$ cat src/rtl/ccff_pkg.sv
// Shared types for the ccff shadow configuration chain.
//   ccff_state_e : sequencing states of the chain controller
//   ISO_CYCLES   : cycles that IO isolation is held low around a commit
package ccff_pkg;

  typedef enum logic [2:0] {
    ST_IDLE  = 3'd0,
    ST_FILL  = 3'd1,
    ST_FULL  = 3'd2,
    ST_ISO   = 3'd3,
    ST_APPLY = 3'd4
  } ccff_state_e;

  localparam int ISO_CYCLES = 2;

endpackage

$ cat src/rtl/ccff_shift_reg.sv
// One ccff chain: a serial shift stage plus a shadow register.
//   prog_clk, pReset : clock, async active-low reset
//   shift            : advance the chain one position (din enters at bit 0)
//   din              : serial data in
//   load             : copy the shift stage into the shadow register
//   tail             : last shift stage bit (serial out)
//   cfg              : shadow register contents (what the fabric sees)
module ccff_shift_reg #(
  parameter int LEN = 64
) (
  input  logic           prog_clk,
  input  logic           pReset,
  input  logic           shift,
  input  logic           din,
  input  logic           load,
  output logic           tail,
  output logic [LEN-1:0] cfg
);

  logic [LEN-1:0] sr_q, sr_d;
  logic [LEN-1:0] cfg_q, cfg_d;

  always_comb begin
    sr_d  = sr_q;
    cfg_d = cfg_q;
    if (shift) sr_d = {sr_q[LEN-2:0], din};
    if (load)  cfg_d = sr_q;
  end

  always_ff @(posedge prog_clk or negedge pReset) begin
    if (!pReset) begin
      sr_q  <= '0;
      cfg_q <= '0;
    end else begin
      sr_q  <= sr_d;
      cfg_q <= cfg_d;
    end
  end

  assign tail = sr_q[LEN-1];
  assign cfg  = cfg_q;

endmodule

$ cat src/rtl/ccff_shadow_chain.sv
// Configuration-chain segment: NUM_CHAINS scan chains behind a committed
// shadow register, with an atomic commit wrapped in an IO isolation window.
//   prog_clk, pReset : clock, async active-low reset
//   ccff_head/tail   : serial in/out, one bit per chain
//   shift_en, commit : shift request, commit request
//   IO_ISOL_N        : global isolation in (active-low)
//   IO_ISOL_N_out    : isolation to pads = IO_ISOL_N & iso_q
//   cfg_out          : committed configuration, chain c at [c*CHAIN_LEN +: CHAIN_LEN]
//   shift_cnt, full  : shifts since last commit (saturating), full flag
//   commit_done      : pulse when a commit completes
//   cmd_err          : pulse on a rejected command
//
// state    | meaning
// ---------+---------------------------------------------------------
// ST_IDLE  | nothing shifted since reset / last commit
// ST_FILL  | shifting, fewer than CHAIN_LEN bits in
// ST_FULL  | CHAIN_LEN bits in, commit allowed; further shifts pass through
// ST_ISO   | isolation low, shadow load happens on the exit edge
// ST_APPLY | isolation low, shadow holds new value; returns to idle
module ccff_shadow_chain
  import ccff_pkg::*;
#(
  parameter int NUM_CHAINS = 2,
  parameter int CHAIN_LEN  = 64,
  parameter int CNT_W      = $clog2(CHAIN_LEN + 1)
) (
  input  logic                            prog_clk,
  input  logic                            pReset,
  input  logic [NUM_CHAINS-1:0]           ccff_head,
  input  logic                            shift_en,
  input  logic                            commit,
  input  logic                            IO_ISOL_N,
  output logic [NUM_CHAINS-1:0]           ccff_tail,
  output logic [NUM_CHAINS*CHAIN_LEN-1:0] cfg_out,
  output logic                            IO_ISOL_N_out,
  output logic [CNT_W-1:0]                shift_cnt,
  output logic                            full,
  output logic                            commit_done,
  output logic                            cmd_err
);

  localparam logic [CNT_W-1:0] CNT_MAX = CNT_W'(CHAIN_LEN);

  ccff_state_e      state_q, state_d;
  logic [CNT_W-1:0] cnt_q, cnt_d;
  logic             full_q, full_d;
  logic             iso_q, iso_d;
  logic             done_q, done_d;
  logic             err_q, err_d;
  logic             shift_ok;
  logic             load;

  always_comb begin
    state_d  = state_q;
    cnt_d    = cnt_q;
    iso_d    = iso_q;
    done_d   = 1'b0;
    err_d    = 1'b0;
    shift_ok = 1'b0;
    load     = 1'b0;
    case (state_q)
      ST_IDLE, ST_FILL, ST_FULL: begin
        shift_ok = shift_en;
        if (shift_en && (cnt_q != CNT_MAX)) cnt_d = cnt_q + CNT_W'(1);
        if (state_q != ST_FULL && shift_en)
          state_d = (cnt_d == CNT_MAX) ? ST_FULL : ST_FILL;
        if (commit) begin
          // A commit racing a shift would capture a half-moved chain.
          if (state_q == ST_FULL && !shift_en) begin
            state_d = ST_ISO;
            iso_d   = 1'b0;
          end else begin
            err_d = 1'b1;
          end
        end
      end
      ST_ISO: begin
        err_d   = shift_en | commit;
        load    = 1'b1;
        state_d = ST_APPLY;
      end
      ST_APPLY: begin
        err_d   = shift_en | commit;
        iso_d   = 1'b1;
        done_d  = 1'b1;
        cnt_d   = '0;
        state_d = ST_IDLE;
      end
      default: state_d = ST_IDLE;
    endcase
    full_d = (cnt_d == CNT_MAX);
  end

  always_ff @(posedge prog_clk or negedge pReset) begin
    if (!pReset) begin
      state_q <= ST_IDLE;
      cnt_q   <= '0;
      full_q  <= 1'b0;
      iso_q   <= 1'b0;
      done_q  <= 1'b0;
      err_q   <= 1'b0;
    end else begin
      state_q <= state_d;
      cnt_q   <= cnt_d;
      full_q  <= full_d;
      iso_q   <= iso_d;
      done_q  <= done_d;
      err_q   <= err_d;
    end
  end

  for (genvar c = 0; c < NUM_CHAINS; c++) begin : g_chain
    ccff_shift_reg #(.LEN(CHAIN_LEN)) u_chain (
      .prog_clk (prog_clk),
      .pReset   (pReset),
      .shift    (shift_ok),
      .din      (ccff_head[c]),
      .load     (load),
      .tail     (ccff_tail[c]),
      .cfg      (cfg_out[c*CHAIN_LEN +: CHAIN_LEN])
    );
  end

  assign IO_ISOL_N_out = IO_ISOL_N & iso_q;
  assign shift_cnt     = cnt_q;
  assign full          = full_q;
  assign commit_done   = done_q;
  assign cmd_err       = err_q;

endmodule

$ cat config.mk
export PLATFORM = sky130hd
export DESIGN_NAME = ccff_shadow_chain
export DESIGN_NICKNAME = d
export VERILOG_FILES = /design/src/rtl/ccff_pkg.sv /design/src/rtl/ccff_shift_reg.sv /design/src/rtl/ccff_shadow_chain.sv
export SDC_FILE = /design/constraint.sdc
export NUM_CORES = 1
export LEC_CHECK = 0
export CAP_MARGIN = 20
export CORE_MARGIN = 2
export CORE_UTILIZATION = 55
export CTS_CLUSTER_SIZE = 40
export DETAILED_ROUTE_END_ITERATION = 12
export PLACE_DENSITY = 0.8
export SLEW_MARGIN = 20
export SYNTH_ARGS = -nofsm -noshare
export SYNTH_HDL_FRONTEND = slang
export SYNTH_SLANG_ARGS = --single-unit
$ cat constraint.sdc
create_clock -name prog_clk -period 4.5 [get_ports prog_clk]
set_clock_uncertainty 0.05 [all_clocks]
set_input_delay 0.45 -clock prog_clk [delete_from_list [all_inputs] [get_ports prog_clk]]
set_output_delay 0.45 -clock prog_clk [all_outputs]
set_load 0.005 [all_outputs]
==> flow_summary.ini <==
[outcome]
outcome = complete, no violations

[timing]
worst_pin_slew_ns = 1.01
hold_viol_final = 0
maxSlewHeadroom_pct = 32.9
slew_violations = 0
setup_tns_ns = 0
rsz0062_at_grt = no
hold_ws_ns = 0.421
period_needed_ns = 2.83
finalSetupViolCount = 0
min_period_over_period_pct = 63.0
fmax_mhz = 353

[finish]
seqCellArea_um2 = 6760
final_layout_size_suffix_gt1_share_pct = 6.22
final_nets = 1067
final_common_cell = nand2_1
syn_to_final_growth_pct = 23.8
multi_input_comb_area_um2 = 3520
finalInstanceArea_um2 = 13100
diodes = 0
final_core_util_pct = 69.6
final_cell_mix = nand2_1, dfrtp_1, clkdlybuf4s50_1
fillers = 1332

[place]
dpl_cell_area_um2 = 12200
port_buffers = 147
gp_congestion = 0.815
dp_hpwl_um = 13000

[clock_tree]
clock_latency_ns = 0.51
cts_tree = built
clk_pin_slew_ns = 0.06
cts_resized = 0
root_buffer = clkbuf_16
htree_levels = 1
numCtsBuffers = 26
cts.sinks = 270
clockBufferDepth = 3

[synthesis]
synth_seq_cells = 270
synthAdderAreaFrac_pct = 0.344
netlist.area_leader.share_pct = 64.1
syn-instance-count = 926
syn-num-nets = 935
ys_seq_area_share_pct = 64.1
synth_top_family_by_area = simple AND/OR/NAND/NOR gates
ys.flop_type = dfrtp_1
yosys_warnings = 0
synth_simple_gate_area_share_pct = 16.1
synth_compound_area_share_pct = 2.82
synth_edf_count = 0
synth.area.mux_share_pct = 14.0
synth_area_per_cell_um2 = 11.4
yosysTopAreaCell = dfrtp_1
async_reset_ff_share_pct = 100
synth_top_cells_by_area = dfrtp_1, nand2_1, mux2_1, buf_2, mux2_2
synthesis.area_um2 = 10500
synth.distinct_cells = 52
synth_xor_area_share_pct = 0

[routing]
wl_um = 20700
ant_nets = 0
met2_length_um = 10300
drtIter0Drc = 402
viasPerCell = 5.22
dr_total_vias = 6847
met1_length_um = 9290
wl_per_cell_um = 15.8
dr.pass1.iters = 4
wl_met3_um = 847
drc = 0
highest_layer = met4

[pwr]
p_leak_nw = 6.69
combPwrFrac_pct = 9.2
seqPwrFrac_pct = 51.4
clkPwrFrac_pct = 39.4
irDropWorstVdd_uv = 254
cellPowerDensity_nw_per_um2 = 436
power_mw = 5.69
p_sw_mw = 1.36
switching_share_pct = 24.0
p_int_mw = 4.33

[die]
start_util_pct = 56.2
core_area_um2 = 18800
dieArea_um2 = 20300
die_x_um = 142
rows = 50
die_h_um = 142
pin_count = 148

[global_routing]
grt_max_degree = 104
grt.total_usage_pct = 20.6
grt_pass1_wl_um = 34100
overflow = 0
antenna_found_initial = 0
first_global_vias = 6757

[worst_setup_path]
cp_max_fo = 72
worstSetupPathType = register to register
arrival_ns = 3.23
end_kind = register
cp-start-kind = register
cp.required_ns = 4.90

[flow_run]
drv_cap = 0

[worst_hold_path]
min_path_type = register to register
[through the flow]
stage | setup slack [ns] | instances
after floorplan | 2.51 | 926
after global placement | 1.39 | 1263
after detailed placement | 1.35 | 1263
after CTS | 1.63 | 1312
after global routing | 1.39 | 1312
final | 1.67 | 1312
[critical path, stage by stage (launching register included)]
cell and delay, ns:
dfrtp_1 0.55, and2_1 0.35, nand2b_4 0.48, inv_4 0.71, buf_12 0.37, nand2_1 0.12, nand2_1 0.08
[logic make-up after synthesis]
group / Yosys count
simple gates: 427
flops: 270
compound gates: 37
fa+ha+maj: 3
buf+inv: 58
mux: 131
[synth_stat cells (all sizes together), types with 2 or more instances]
master  instances
a21boi          3
mux2          129
nand3b          2
o22ai           2
nor2            9
and2            2
nor3            3
a21oi           7
nand2b          3
clkbuf         14
nand3           2
ha              2
o31ai           2
a21o            2
dfrtp         270
o21ai           8
o41ai           3
mux2i           2
and3            2
nand2         393
and4            2
buf            38
inv             6
[flip-flops by register name (all words and copies together), names as in the netlist]
| name | count |
|---|---|
| cmd_err | 1 |
| iso_q | 1 |
| commit_done | 1 |
| shift_cnt | 7 |
| state_q | 3 |
| g_chain.u_chain.sr_q | 128 |
| g_chain.u_chain.cfg | 128 |
| full | 1 |
[worst paths after layout]
kind,endpoint,cells past startpoint,from,slack (ns)
worst max-delay path,g_chain[1].u_chain.cfg[53],6,state_q[1],1.67
worst min-delay path,g_chain[1].u_chain.cfg[13],2,g_chain[1].u_chain.cfg[13],0.42
worst max register to register,g_chain[1].u_chain.cfg[53],6,state_q[1],1.67
worst min register to register,g_chain[1].u_chain.cfg[13],2,g_chain[1].u_chain.cfg[13],0.42
max in group asynchronous,g_chain[1].u_chain.cfg[7],3,pReset,2.85
min in group asynchronous,g_chain[1].u_chain.cfg[50],2,pReset,0.48
[area by class of cell]
class | count | share of cell area, %
clock buffers | 43 | 6.02
clock inverters | 5 | 0.786
inverters | 6 | 0.192
multi-input cells | 598 | 27.0
flip-flops and latches | 270 | 51.7
well taps | 234 | 2.24
repair buffers | 156 | 12.0
[power groups by stage]
stage	registers, mW	clock network [mW]	logic [mW]
6_report	2.93	2.24	0.525
5_1_grt	2.97	2.39	0.587
3_5_place_dp	2.97	0	0.532
4_1_cts	2.93	2.28	0.536
2_1_floorplan	2.87	0	0.388
3_3_place_gp	2.95	0	0.507
[metal layers]
layer | vias to the layer above | GRT usage (%)
li1 | 3263 | -
met1 | 3437 | 28.7
met2 | 130 | 34.9
met3 | 17 | 3.23
met4 | 0 | 4.33
met5 | - | 0
[timing repair]
action	CTS	global route
setup endpoints to repair	0	0
hold buffers	1	0
endpoints found under the hold margin	100	0
setup buffers	0	0
Note: power is estimated with default switching activity, not from simulation.
